## src/rtl/shift_pkg.sv

```systemverilog
// Shared types for the shift command queue: command payload widths and the
// packed command record stored in each queue entry.
package shift_pkg;
  localparam int SHIFT_DW = 32;
  localparam int SHIFT_AW = 5;

  typedef struct packed {
    logic [SHIFT_DW-1:0] data;
    logic [SHIFT_AW-1:0] shift_amt;
    logic                direction;
  } shift_cmd_t;
endpackage

```

## src/rtl/shift_cmd_fifo_mem.sv

```systemverilog
// Command storage: DEPTH entries, one synchronous write port and one
// asynchronous read port. Entries are not reset; the queue masks empty reads.
module shift_cmd_fifo_mem
  import shift_pkg::*;
#(
  parameter int DEPTH = 8,
  parameter int AW    = $clog2(DEPTH)
) (
  input  logic          clk,
  input  logic          wr_en,
  input  logic [AW-1:0] wr_addr,
  input  shift_cmd_t    wr_data,
  input  logic [AW-1:0] rd_addr,
  output shift_cmd_t    rd_data
);

  shift_cmd_t mem_q [DEPTH];

  always_ff @(posedge clk) begin
    if (wr_en) begin
      mem_q[wr_addr] <= wr_data;
    end
  end

  assign rd_data = mem_q[rd_addr];

endmodule

```

## src/rtl/shift_cmd_queue.sv

```systemverilog
// Command queue in front of the barrel shifter: FIFO of shift commands with
// valid/ready handshakes on both sides, flush, and an issued-command counter.
module shift_cmd_queue
  import shift_pkg::*;
#(
  parameter int DEPTH = 8,
  parameter int CNTW  = 16
) (
  input  logic                       clk,
  input  logic                       rst,
  input  logic                       flush,
  input  logic                       in_valid,
  output logic                       in_ready,
  input  logic [SHIFT_DW-1:0]        in_data,
  input  logic [SHIFT_AW-1:0]        in_shift_amt,
  input  logic                       in_direction,
  input  logic                       out_ready,
  output logic                       out_valid,
  output logic [SHIFT_DW-1:0]        out_data,
  output logic [SHIFT_AW-1:0]        out_shift_amt,
  output logic                       out_direction,
  output logic [$clog2(DEPTH+1)-1:0] count,
  output logic [CNTW-1:0]            issued
);

  localparam int PW = $clog2(DEPTH);
  localparam int CW = $clog2(DEPTH+1);

  logic [PW-1:0]   wr_ptr_q, wr_ptr_d;
  logic [PW-1:0]   rd_ptr_q, rd_ptr_d;
  logic [CW-1:0]   count_q, count_d;
  logic [CNTW-1:0] issued_q, issued_d;
  logic            push, pop;
  shift_cmd_t      wr_cmd, rd_cmd;

  // Readiness depends only on occupancy, never on out_ready: a full queue
  // refuses a push even when a pop happens in the same cycle.
  assign in_ready  = !rst && (count_q < CW'(DEPTH)) && !flush;
  assign out_valid = (count_q != '0);
  assign push      = in_valid && in_ready;
  assign pop       = out_valid && out_ready;

  assign wr_cmd = '{data: in_data, shift_amt: in_shift_amt, direction: in_direction};

  always_comb begin
    wr_ptr_d = wr_ptr_q;
    rd_ptr_d = rd_ptr_q;
    count_d  = count_q;
    issued_d = issued_q;
    if (flush) begin
      wr_ptr_d = '0;
      rd_ptr_d = '0;
      count_d  = '0;
    end else begin
      if (push) wr_ptr_d = wr_ptr_q + PW'(1);
      if (pop) begin
        rd_ptr_d = rd_ptr_q + PW'(1);
        issued_d = issued_q + CNTW'(1);
      end
      case ({push, pop})
        2'b10:   count_d = count_q + CW'(1);
        2'b01:   count_d = count_q - CW'(1);
        default: count_d = count_q;
      endcase
    end
  end

  always_ff @(posedge clk) begin
    if (rst) begin
      wr_ptr_q <= '0;
      rd_ptr_q <= '0;
      count_q  <= '0;
      issued_q <= '0;
    end else begin
      wr_ptr_q <= wr_ptr_d;
      rd_ptr_q <= rd_ptr_d;
      count_q  <= count_d;
      issued_q <= issued_d;
    end
  end

  shift_cmd_fifo_mem #(.DEPTH(DEPTH), .AW(PW)) u_mem (
    .clk     (clk),
    .wr_en   (push),
    .wr_addr (wr_ptr_q),
    .wr_data (wr_cmd),
    .rd_addr (rd_ptr_q),
    .rd_data (rd_cmd)
  );

  // Stale entry contents never reach the shifter while the queue is empty.
  assign out_data      = out_valid ? rd_cmd.data      : '0;
  assign out_shift_amt = out_valid ? rd_cmd.shift_amt : '0;
  assign out_direction = out_valid ? rd_cmd.direction : 1'b0;
  assign count         = count_q;
  assign issued        = issued_q;

endmodule

```

## config.mk

```make
export PLATFORM = sky130hd
export DESIGN_NAME = shift_cmd_queue
export DESIGN_NICKNAME = d
export VERILOG_FILES = /design/src/rtl/shift_pkg.sv /design/src/rtl/shift_cmd_fifo_mem.sv /design/src/rtl/shift_cmd_queue.sv
export SDC_FILE = /design/constraint.sdc
export NUM_CORES = 1
export LEC_CHECK = 0
export ABC_CLOCK_PERIOD_IN_PS = 7000
export BUFFER_PORTS_ARGS = -buffer_cell sky130_fd_sc_hd__buf_2
export CORE_UTILIZATION = 28
export CTS_CLUSTER_DIAMETER = 120
export DETAILED_ROUTE_END_ITERATION = 12
export GPL_TIMING_DRIVEN = 1
export PLACE_DENSITY = 0.4
export SETUP_SLACK_MARGIN = 0.02
export SKIP_LAST_GASP = 1
export SYNTH_ARGS = -nofsm -noshare
export SYNTH_HDL_FRONTEND = slang
export SYNTH_SLANG_ARGS = --single-unit
```

## constraint.sdc

```tcl
create_clock -name clk -period 7 [get_ports clk]
set_input_delay 0.7 -clock clk [delete_from_list [all_inputs] [get_ports clk]]
set_output_delay 0.7 -clock clk [all_outputs]
set_load 0.01 [all_outputs]
```

==> flow_summary.yaml, run 1 <==
run_status:
  status: "complete, no violations"
floorplan:
  die_area_um2: 47100
  pin_count: 103
  rows: 78
  fp.dieH_um: 217
  start_util: 0.284
  dieWidth_um: 217
  core_area_um2: 45500
setup_path:
  critical-path-top-delay-family: "flip-flops"
  path_max_fanout: 50
  cp.required_ns: 6.30
  worstRegToRegCells: 4
  r2r_end: "u_mem.mem_q[7][34]"
  worst-setup-path-type: "reg -> out"
  crit_path_start_kind: "register"
  crit_path_end_kind: "output port"
  critPathMaxStageDelay_ns: 1.08
  cp_data_arrival_time_ns: 3.38
  critPathBufInv: 2
  r2r_slack_ns: 4.19
  reg2reg_from: "count[3]"
  slowest_stage: "dfxtp_4"
  crit_path_cell_trace: "buf_4 > mux4_2 > mux2i_1 > nor2_1 > buf_2"
sta:
  setup_slack_ns: 2.92
  worst_slew_pin_slew_ns: 1.09
  finalCritPeriodShare: 0.583
  hold_slack_ns: 0.415
  period_needed_ns: 4.08
  hold_viol_final: 0
  timing.setup.tns_ns: 0
  setup_viol_count_final: 0
  final_max_slew_viol_count: 0
  fmax_mhz: 245
  finClkSkew_ns: 0.00916
  max_slew_margin: 0.272
  rsz0062_at_grt: "false"
clock_tree:
  cts.repair.resized: 0
  ctsHoldBuffers: 0
  insertion_delay_ns: 0.55
  clkSinkCount: 333
  root_buffer: "clkbuf_16"
  cts_buffers: 41
  htree_levels: 2
  post_cts_buffers: 0
  cts_buffer_depth: 3
  cts_tree: "yes"
  cts.clk_slew.worst_paths_ns: 0.05
detailed_routing:
  routedWlPerCell_um: 21.3
  first_iter_violations: 328
  highest_layer: "met5"
  drc: 0
  antenna_left: 0
  wirelength_mm: 30.1
  vias: 6478
  viasPerCell: 4.58
  wl_met2_mm: 15.6
  wl_met3_mm: 1.45
  first_pass_iters: 4
  wl_met1_mm: 12.3
worst_hold_path:
  whs_path_depth: 1
  hp-start: "in_data[21]"
  min_to: "u_mem.mem_q[2][27]"
  min_path_type: "in -> reg"
yosys:
  synthesis.nets: 704
  syn_inst: 656
  synth_seq_area_share: 0.750
  avgSynthCellArea_um2: 19.7
  ys_ff_latch: 333
  yosysWarnings: 0
  synth_cell_type_count: 37
  synth.cell_area_um2: 12900
final_layout:
  final_cells: 1415
  drive_above_1_share: 0.331
  synthToLayoutAreaGrowth_pct: 21.2
  nNetsFinal: 828
  n_fill_cell: 4334
grt:
  grt_use_total: 0.131
  grt_pass1_vias: 7122
  gr-total-overflow: 0
  grt_antenna_before_repair: 4
  grt_max_degree: 51
  grt_pass1_wl_mm: 44.9
place:
  pre_cts_ws_ns: 3.26
  gp_congestion: 0.693
  dp_hpwl_mm: 15.5
  dp_cells: 1337
  portBuffers: 102
run:
  maxCapViolations: 0
power_and_ir_drop:
  p_leak_nw: 5.02
  irDropWorstVdd_uv: 180
  p_per_area_nw_per_um2: 288
power breakdown:
group	total, W	internal [W]	switching, W
logic	0.0000838	0.0000302	0.0000536
registers	0.00218	0.00218	0.00000441
clock network	0.00225	0.00145	0.000806
total	0.00452	0.00365	0.000864
cells by family (layout without fill, tap and decap cells):
logic type,after synthesis,count (layout),synth area share
xor+xnor,14,14,0.00948
flops,333,333,0.750
mux,119,119,0.166
compound gates,24,24,0.0117
other cells,0,3,0
fa+ha+maj,5,5,0.00484
simple gates,119,119,0.0445
buf+inv,42,198,0.0134
placed cells by master (no fill, tap or decap), drive strengths merged, types with 10 or more instances in the layout:
cell    netlist  routed
edfxtp      304     304
buf          15     114
mux4         76      76
nor2         66      66
clkbuf       18      47
mux2i        43      43
dfxtp        29      29
clkinv        0      17
nand2        13      13
xnor2        11      11
a21oi        10      10
inv           9      10
Yosys cell counts:
cell	instances	area, um^2
nand3_1	5	25.0
or3_1	6	37.5
a21o_1	1	7.51
o21ai_0	6	30.0
nor4b_2	1	15.0
edfxtp_1	304	9130
o31ai_1	3	22.5
ha_1	5	62.6
nand3b_4	1	20.0
a41oi_1	1	8.76
o41ai_2	1	16.3
mux2i_1	43	430
clkbuf_1	18	67.6
xnor2_1	11	96.3
nor4b_1	1	8.76
mux4_2	76	1710
nor3b_1	1	7.51
nor2_1	66	248
nand2_1	13	48.8
inv_1	9	33.8
nor3_1	5	25.0
a21boi_0	1	7.51
or2_2	1	6.26
xor2_1	3	26.3
nand2b_1	4	25.0
a21oi_1	10	50.1
nand4_1	2	12.5
or3b_2	1	8.76
and4_1	1	8.76
nand3b_1	2	15.0
buf_1	2	7.51
buf_2	13	65.1
a2111oi_0	1	8.76
nor4bb_1	1	10.0
dfxtp_1	29	581
nor4_1	5	31.3
or4_1	3	22.5
state kept, by name, summed over array words and instances (netlist names), named ones only:
name,count
wr_ptr_q,3
issued,16
count,4
u_mem.mem_q,304
rd_ptr_q,3
metrics by stage:
stage,area (um^2),power (W),utilization
finish,15700,0.00452,0.345
global route,15700,0.00466,0.345
CTS,15700,0.00458,0.345
detailed placement,14200,0.00231,0.313
global placement,14200,0.00230,0.313
floorplan,12900,0.00226,-
how the worst max path moves through the flow:
stage	from	endpoint	depth (start not counted)
detailed placement	register	out_data[5]	5
finish	register	out_data[5]	5
global route	register	out_data[5]	5
floorplan	flush	u_mem.mem_q[4][0]	4
global placement	register	out_data[5]	5
CTS	register	out_data[5]	5
per-layer routing:
metal | track usage | vias up
li1 | - | 2889
met1 | 0.154 | 3413
met2 | 0.232 | 124
met3 | 0.0298 | 50
met4 | 0.0512 | 2
met5 | 0 | -
layout make-up:
cell class	count	area [um^2]	area share
clock inverter	28	364	0.0232
inverter	9	33.8	0.00215
antenna	3	7.51	0.000479
multi-input combinational	281	3120	0.199
tap	600	751	0.0479
clock buffer	47	1090	0.0696
sequential	333	9720	0.620
timing repair buffer	114	601	0.0383
No activity file was read; power rests on OpenSTA's default activity.
==> run 2, diff against run 1 <==
--- a/config.mk
+++ b/config.mk
@@ -5,7 +5,7 @@
 export SDC_FILE = /design/constraint.sdc
 export NUM_CORES = 1
 export LEC_CHECK = 0
-export ABC_CLOCK_PERIOD_IN_PS = 7000
+export ABC_CLOCK_PERIOD_IN_PS = 3900
 export BUFFER_PORTS_ARGS = -buffer_cell sky130_fd_sc_hd__buf_2
 export CORE_UTILIZATION = 28
 export CTS_CLUSTER_DIAMETER = 120
==> constraint.sdc (replaced) <==
create_clock -name clk -period 3.9 [get_ports clk]
set_input_delay 0.39 -clock clk [delete_from_list [all_inputs] [get_ports clk]]
set_output_delay 0.39 -clock clk [all_outputs]
set_load 0.01 [all_outputs]
==> run 2 against run 1 <==
Compared with the run above: non-clock buffer count increased by 3; clock skew increased by 0.0040 ns; critical path depth unchanged; sequential share of layout area is 0.86 points higher; largest cell class unchanged; largest power group is now registers; die area unchanged.
==> flow_summary.yaml, run 2 (synthesis gave the netlist of run 1 again) <==
grt:
  grt_use_total: 0.132
  grt_pass1_wl_mm: 45.5
  grt_pass1_vias: 7091
  grt_antenna_before_repair: 6
  gr-total-overflow: 0
  grt_max_degree: 42
place:
  dp_cells: 1340
  gp_congestion: 0.687
  portBuffers: 102
  dp_hpwl_mm: 16.8
final_layout:
  top_register: "u_mem.mem_q"
  drive_above_1_share: 0.325
  largest_reg_flops: 304
  final_common_cell: "edfxtp_1"
  synthToLayoutAreaGrowth_pct: 19.6
  nNetsFinal: 829
  layout_common_cells: "edfxtp_1, buf_2, mux4_2, nor2_1, mux2i_1"
  final_cells: 1407
clock_tree:
  insertion_delay_ns: 0.55
  cts_tree: "yes"
  cts.repair.resized: 0
  ctsHoldBuffers: 0
  cts_buffer_depth: 3
  cts.clk_slew.worst_paths_ns: 0.06
  clkSinkCount: 333
  htree_levels: 2
  root_buffer: "clkbuf_16"
  cts_buffers: 39
  post_cts_buffers: 0
setup_path:
  reg2reg_from: "count[3]"
  worstRegToRegCells: 10
  critPathBufInv: 2
  path_max_fanout: 41
  cp.required_ns: 3.51
  r2r_slack_ns: 1.37
  cp_data_arrival_time_ns: 2.71
  crit_path_end_kind: "output port"
  r2r_end: "count[2]"
  crit_path_start_kind: "register"
  crit_path_cell_trace: "buf_12 > mux4_2 > mux2i_1 > nor2_1 > buf_2"
  critical-path-top-delay-family: "multiplexers"
  worst-setup-path-type: "reg -> out"
  critPathMaxStageDelay_ns: 0.65
  slowest_stage: "dfxtp_4"
floorplan:
  rows: 78
  fp.dieH_um: 217
  core_area_um2: 45500
  start_util: 0.284
  die_area_um2: 47100
  pin_count: 103
  dieWidth_um: 217
sta:
  fmax_mhz: 322
  rsz0062_at_grt: "false"
  hold_viol_final: 0
  setup_viol_count_final: 0
  finalCritPeriodShare: 0.796
  worst_slew_pin_slew_ns: 0.912
  period_needed_ns: 3.10
  finClkSkew_ns: 0.0132
  final_max_slew_viol_count: 0
  timing.setup.tns_ns: 0
  max_slew_margin: 0.392
detailed_routing:
  first_iter_violations: 385
  first_pass_iters: 4
  vias: 6474
  routedWlPerCell_um: 21.4
  antenna_left: 0
  drc: 0
  viasPerCell: 4.60
  wirelength_mm: 30.1
worst_hold_path:
  whs_path_depth: 1
  min_path_type: "in -> reg"
  min_to: "u_mem.mem_q[1][28]"
  hp-start: "in_data[22]"
run:
  maxCapViolations: 0
power_and_ir_drop:
  p_leak_nw: 4.90
  p_int_w: 0.00586
  clockPowerShare: 0.448
  p_comb_frac: 0.021
  p_per_area_nw_per_um2: 477
  irDropWorstVdd_uv: 265
  switching_share: 0.206
  p_switching_w: 0.00152
  seqPwrFrac: 0.530
run_status:
  status: "complete, no violations"
## run 2: cell types whose count changed in the layout (fill, tap and decap cells not counted), sizes merged
cell and change:
clkbuf -2, inv -1, diode -2, clkinvlp -1
clkinv +3, bufinv -8, buf +3
## run 2: power by group through the flow
stage	Combinational (W)	Sequential, W	Clock, W
6_report	0.000158	0.00391	0.00331
5_1_grt	0.000177	0.00391	0.00355
4_1_cts	0.000163	0.00391	0.00342
3_5_place_dp	0.000163	0.00399	0
3_3_place_gp	0.000157	0.00399	0
2_1_floorplan	0.0000664	0.00399	0
## run 2: through the flow
stage	worst slack (ns)	area (um^2)	utilization	hold WS, ns	total power [W]
final	0.796	15500	0.340	0.121	0.00738
after global routing	0.582	15500	0.340	0.0982	0.00764
after CTS	0.652	15500	0.340	0.0761	0.00750
after detailed placement	1.18	14300	0.315	0.487	0.00415
after global placement	1.25	14300	0.315	0.469	0.00414
after floorplan	0.518	12900	-	0.462	0.00405
## run 2: worst max path at each step
stage	startpoint	end	cells after the start	slack, ns
final	register	out_data[16]	5	0.80
after global routing	register	out_data[16]	5	0.58
after CTS	register	out_data[16]	5	0.65
after detailed placement	rst	u_mem.mem_q[6][14]	6	1.18
after global placement	register	out_data[16]	5	1.25
after floorplan	count[3]	u_mem.mem_q[7][0]	4	0.52
## run 2: final cells by class
cell class / count / area [um^2]
fill: 4366 / 30000
sequential: 333 / 9720
multi-input combinational: 281 / 3130
clock buffer: 45 / 998
tap: 600 / 751
timing repair buffer: 117 / 686
clock inverter: 21 / 150
inverter: 9 / 33.8
antenna: 1 / 2.50
## run 2: routing by layer
| metal | track usage | share of wire | vias to the layer above |
|---|---|---|---|
| met3 | 0.0313 | 0.049 | 49 |
| met2 | 0.216 | 0.48 | 126 |
| met1 | 0.172 | 0.44 | 3403 |
| li1 | - | - | 2888 |
| met4 | 0.0418 | 0.020 | 8 |
| met5 | 0 | 0.0016 | - |
==> run 3, diff against run 2 <==
--- a/config.mk
+++ b/config.mk
@@ -5,7 +5,7 @@
 export SDC_FILE = /design/constraint.sdc
 export NUM_CORES = 1
 export LEC_CHECK = 0
-export ABC_CLOCK_PERIOD_IN_PS = 3900
+export ABC_CLOCK_PERIOD_IN_PS = 3000
 export BUFFER_PORTS_ARGS = -buffer_cell sky130_fd_sc_hd__buf_2
 export CORE_UTILIZATION = 28
 export CTS_CLUSTER_DIAMETER = 120
==> constraint.sdc (replaced) <==
create_clock -name clk -period 3 [get_ports clk]
set_input_delay 0.3 -clock clk [delete_from_list [all_inputs] [get_ports clk]]
set_output_delay 0.3 -clock clk [all_outputs]
set_load 0.01 [all_outputs]
==> run 3 against run 2 <==
Compared with the run above: critical path depth did not move; register-to-register slack got worse by 0.70 ns; critical path type unchanged; highest routed layer unchanged; flip-flop and latch count did not move; sequential share of layout area fell by 1.1 points; clock power rose by 33%; combinational power rose by 42%; wire length fell by 1.3%; final cell count rose by 1.9%.
==> flow_summary.yaml, run 3 (synthesis gave the netlist of run 1 again) <==
run_status:
  status: "complete, no violations"
detailed_routing:
  wirelength_mm: 29.7
  antenna_left: 0
  first_iter_violations: 332
  routedWlPerCell_um: 20.7
  vias: 6508
  first_pass_iters: 4
  viasPerCell: 4.54
  drc: 0
floorplan:
  core_area_um2: 45500
  fp.dieH_um: 217
  dieWidth_um: 217
  rows: 78
  die_area_um2: 47100
  pin_count: 103
  start_util: 0.284
sta:
  setup_slack_ns: 0.280
  hold_slack_ns: 0.0328
  worst_slew_pin_slew_ns: 0.697
  final_max_slew_viol_count: 0
  setup_viol_count_final: 0
  period_needed_ns: 2.72
  hold_viol_final: 0
  fmax_mhz: 368
  finClkSkew_ns: 0.0116
  finalCritPeriodShare: 0.907
  max_slew_margin: 0.535
  rsz0062_at_grt: "false"
clock_tree:
  root_buffer: "clkbuf_16"
  cts_buffer_depth: 3
  cts_buffers: 38
  cts_tree: "yes"
  insertion_delay_ns: 0.55
  cts.repair.resized: 0
  cts.clk_slew.worst_paths_ns: 0.06
  clkSinkCount: 333
  htree_levels: 2
final_layout:
  drive_above_1_share: 0.327
  synthToLayoutAreaGrowth_pct: 21.8
  fin_util: 0.346
  final_common_cell: "edfxtp_1"
  n_fill_cell: 4400
  layout_common_cells: "edfxtp_1, buf_2, mux4_2, nor2_1, mux2i_1"
  final_cells: 1434
  largest_reg_flops: 304
  seqCellArea_um2: 9720
  multi_input_area_um2: 3130
  fin_area_um2: 15800
  top_register: "u_mem.mem_q"
  nNetsFinal: 853
grt:
  grt_pass1_vias: 7220
  grt_antenna_before_repair: 3
  gr-total-overflow: 0
  grt_pass1_wl_mm: 45.6
  grt_use_total: 0.130
  grt_max_degree: 40
setup_path:
  worstRegToRegCells: 9
  crit_path_end_kind: "output port"
  path_max_fanout: 34
  cp_data_arrival_time_ns: 2.42
  worst-setup-path-type: "reg -> out"
  reg2reg_from: "count[3]"
  crit_path_start_kind: "register"
  cp.required_ns: 2.70
power_and_ir_drop:
  irDropWorstVdd_uv: 297
  p_leak_nw: 5.04
  p_per_area_nw_per_um2: 616
place:
  dp_cells: 1350
  placed_area_um2: 14400
  gp_congestion: 0.681
  pre_cts_ws_ns: 0.567
  portBuffers: 102
  dp_hpwl_mm: 17.1
worst_hold_path:
  whs_path_depth: 1
  min_path_type: "in -> reg"
  hp-start: "in_data[17]"
run:
  maxCapViolations: 0
## run 3: cell types whose count changed in the layout (fill, tap and decap cells not counted), moves of 2 or more
cell / delta
dlygate4sd3_1: +15
buf_4: +9
clkbuf_8: +2
clkinv_4: -2
clkinv_1: -3
clkbuf_1: +4
## run 3: stage by stage
stage / setup TNS, ns / total power (W)
finish: 0 / 0.00971
floorplan: -104.23 / 0.00527
global route: 0 / 0.0101
global placement: 0 / 0.00538
CTS: 0 / 0.00987
detailed placement: 0 / 0.00539
## run 3: final cells by class
type                            instances  area share
Clock inverter                         17      0.0112
Sequential cell                       333       0.617
Tap cell                              600      0.0477
Multi-Input combinational cell        281       0.199
Clock buffer                           50      0.0645
Antenna cell                            2    0.000318
Inverter                                9     0.00214
Timing Repair Buffer                  142      0.0586
## run 3: path summary, 6_finish.rpt
check,to,slack [ns]
setup / recovery,out_shift_amt[2],0.28
hold / removal,u_mem.mem_q[3][23],0.03
setup reg to reg,count[2],0.67
hold reg to reg,register,0.48
## run 3: power by group
part / switching, W / leakage (nW) / internal, W
combinational: 0.000136 / 1.48 / 0.0000886
sequential: 0.00000766 / 2.97 / 0.00508
clock: 0.00183 / 0.583 / 0.00257
## run 3: metal layers
layer,track usage,part of all wire
met3,0.0326,0.045
met4,0.0343,0.018
met5,0,0.00074
met2,0.212,0.48
met1,0.174,0.46
## run 3: what timing repair did
item | in CTS | in global routing
buffers inserted | 0 | 0
endpoints found under the hold margin | 97 | 0
hold buffers | 15 | 0
## run 3: worst max-delay path: stages, from the launching register on
cell,delay (ns)
dfxtp_4,0.53
buf_12,0.34
mux4_2,0.55
mux2i_1,0.21
nor2_1,0.07
buf_2,0.15
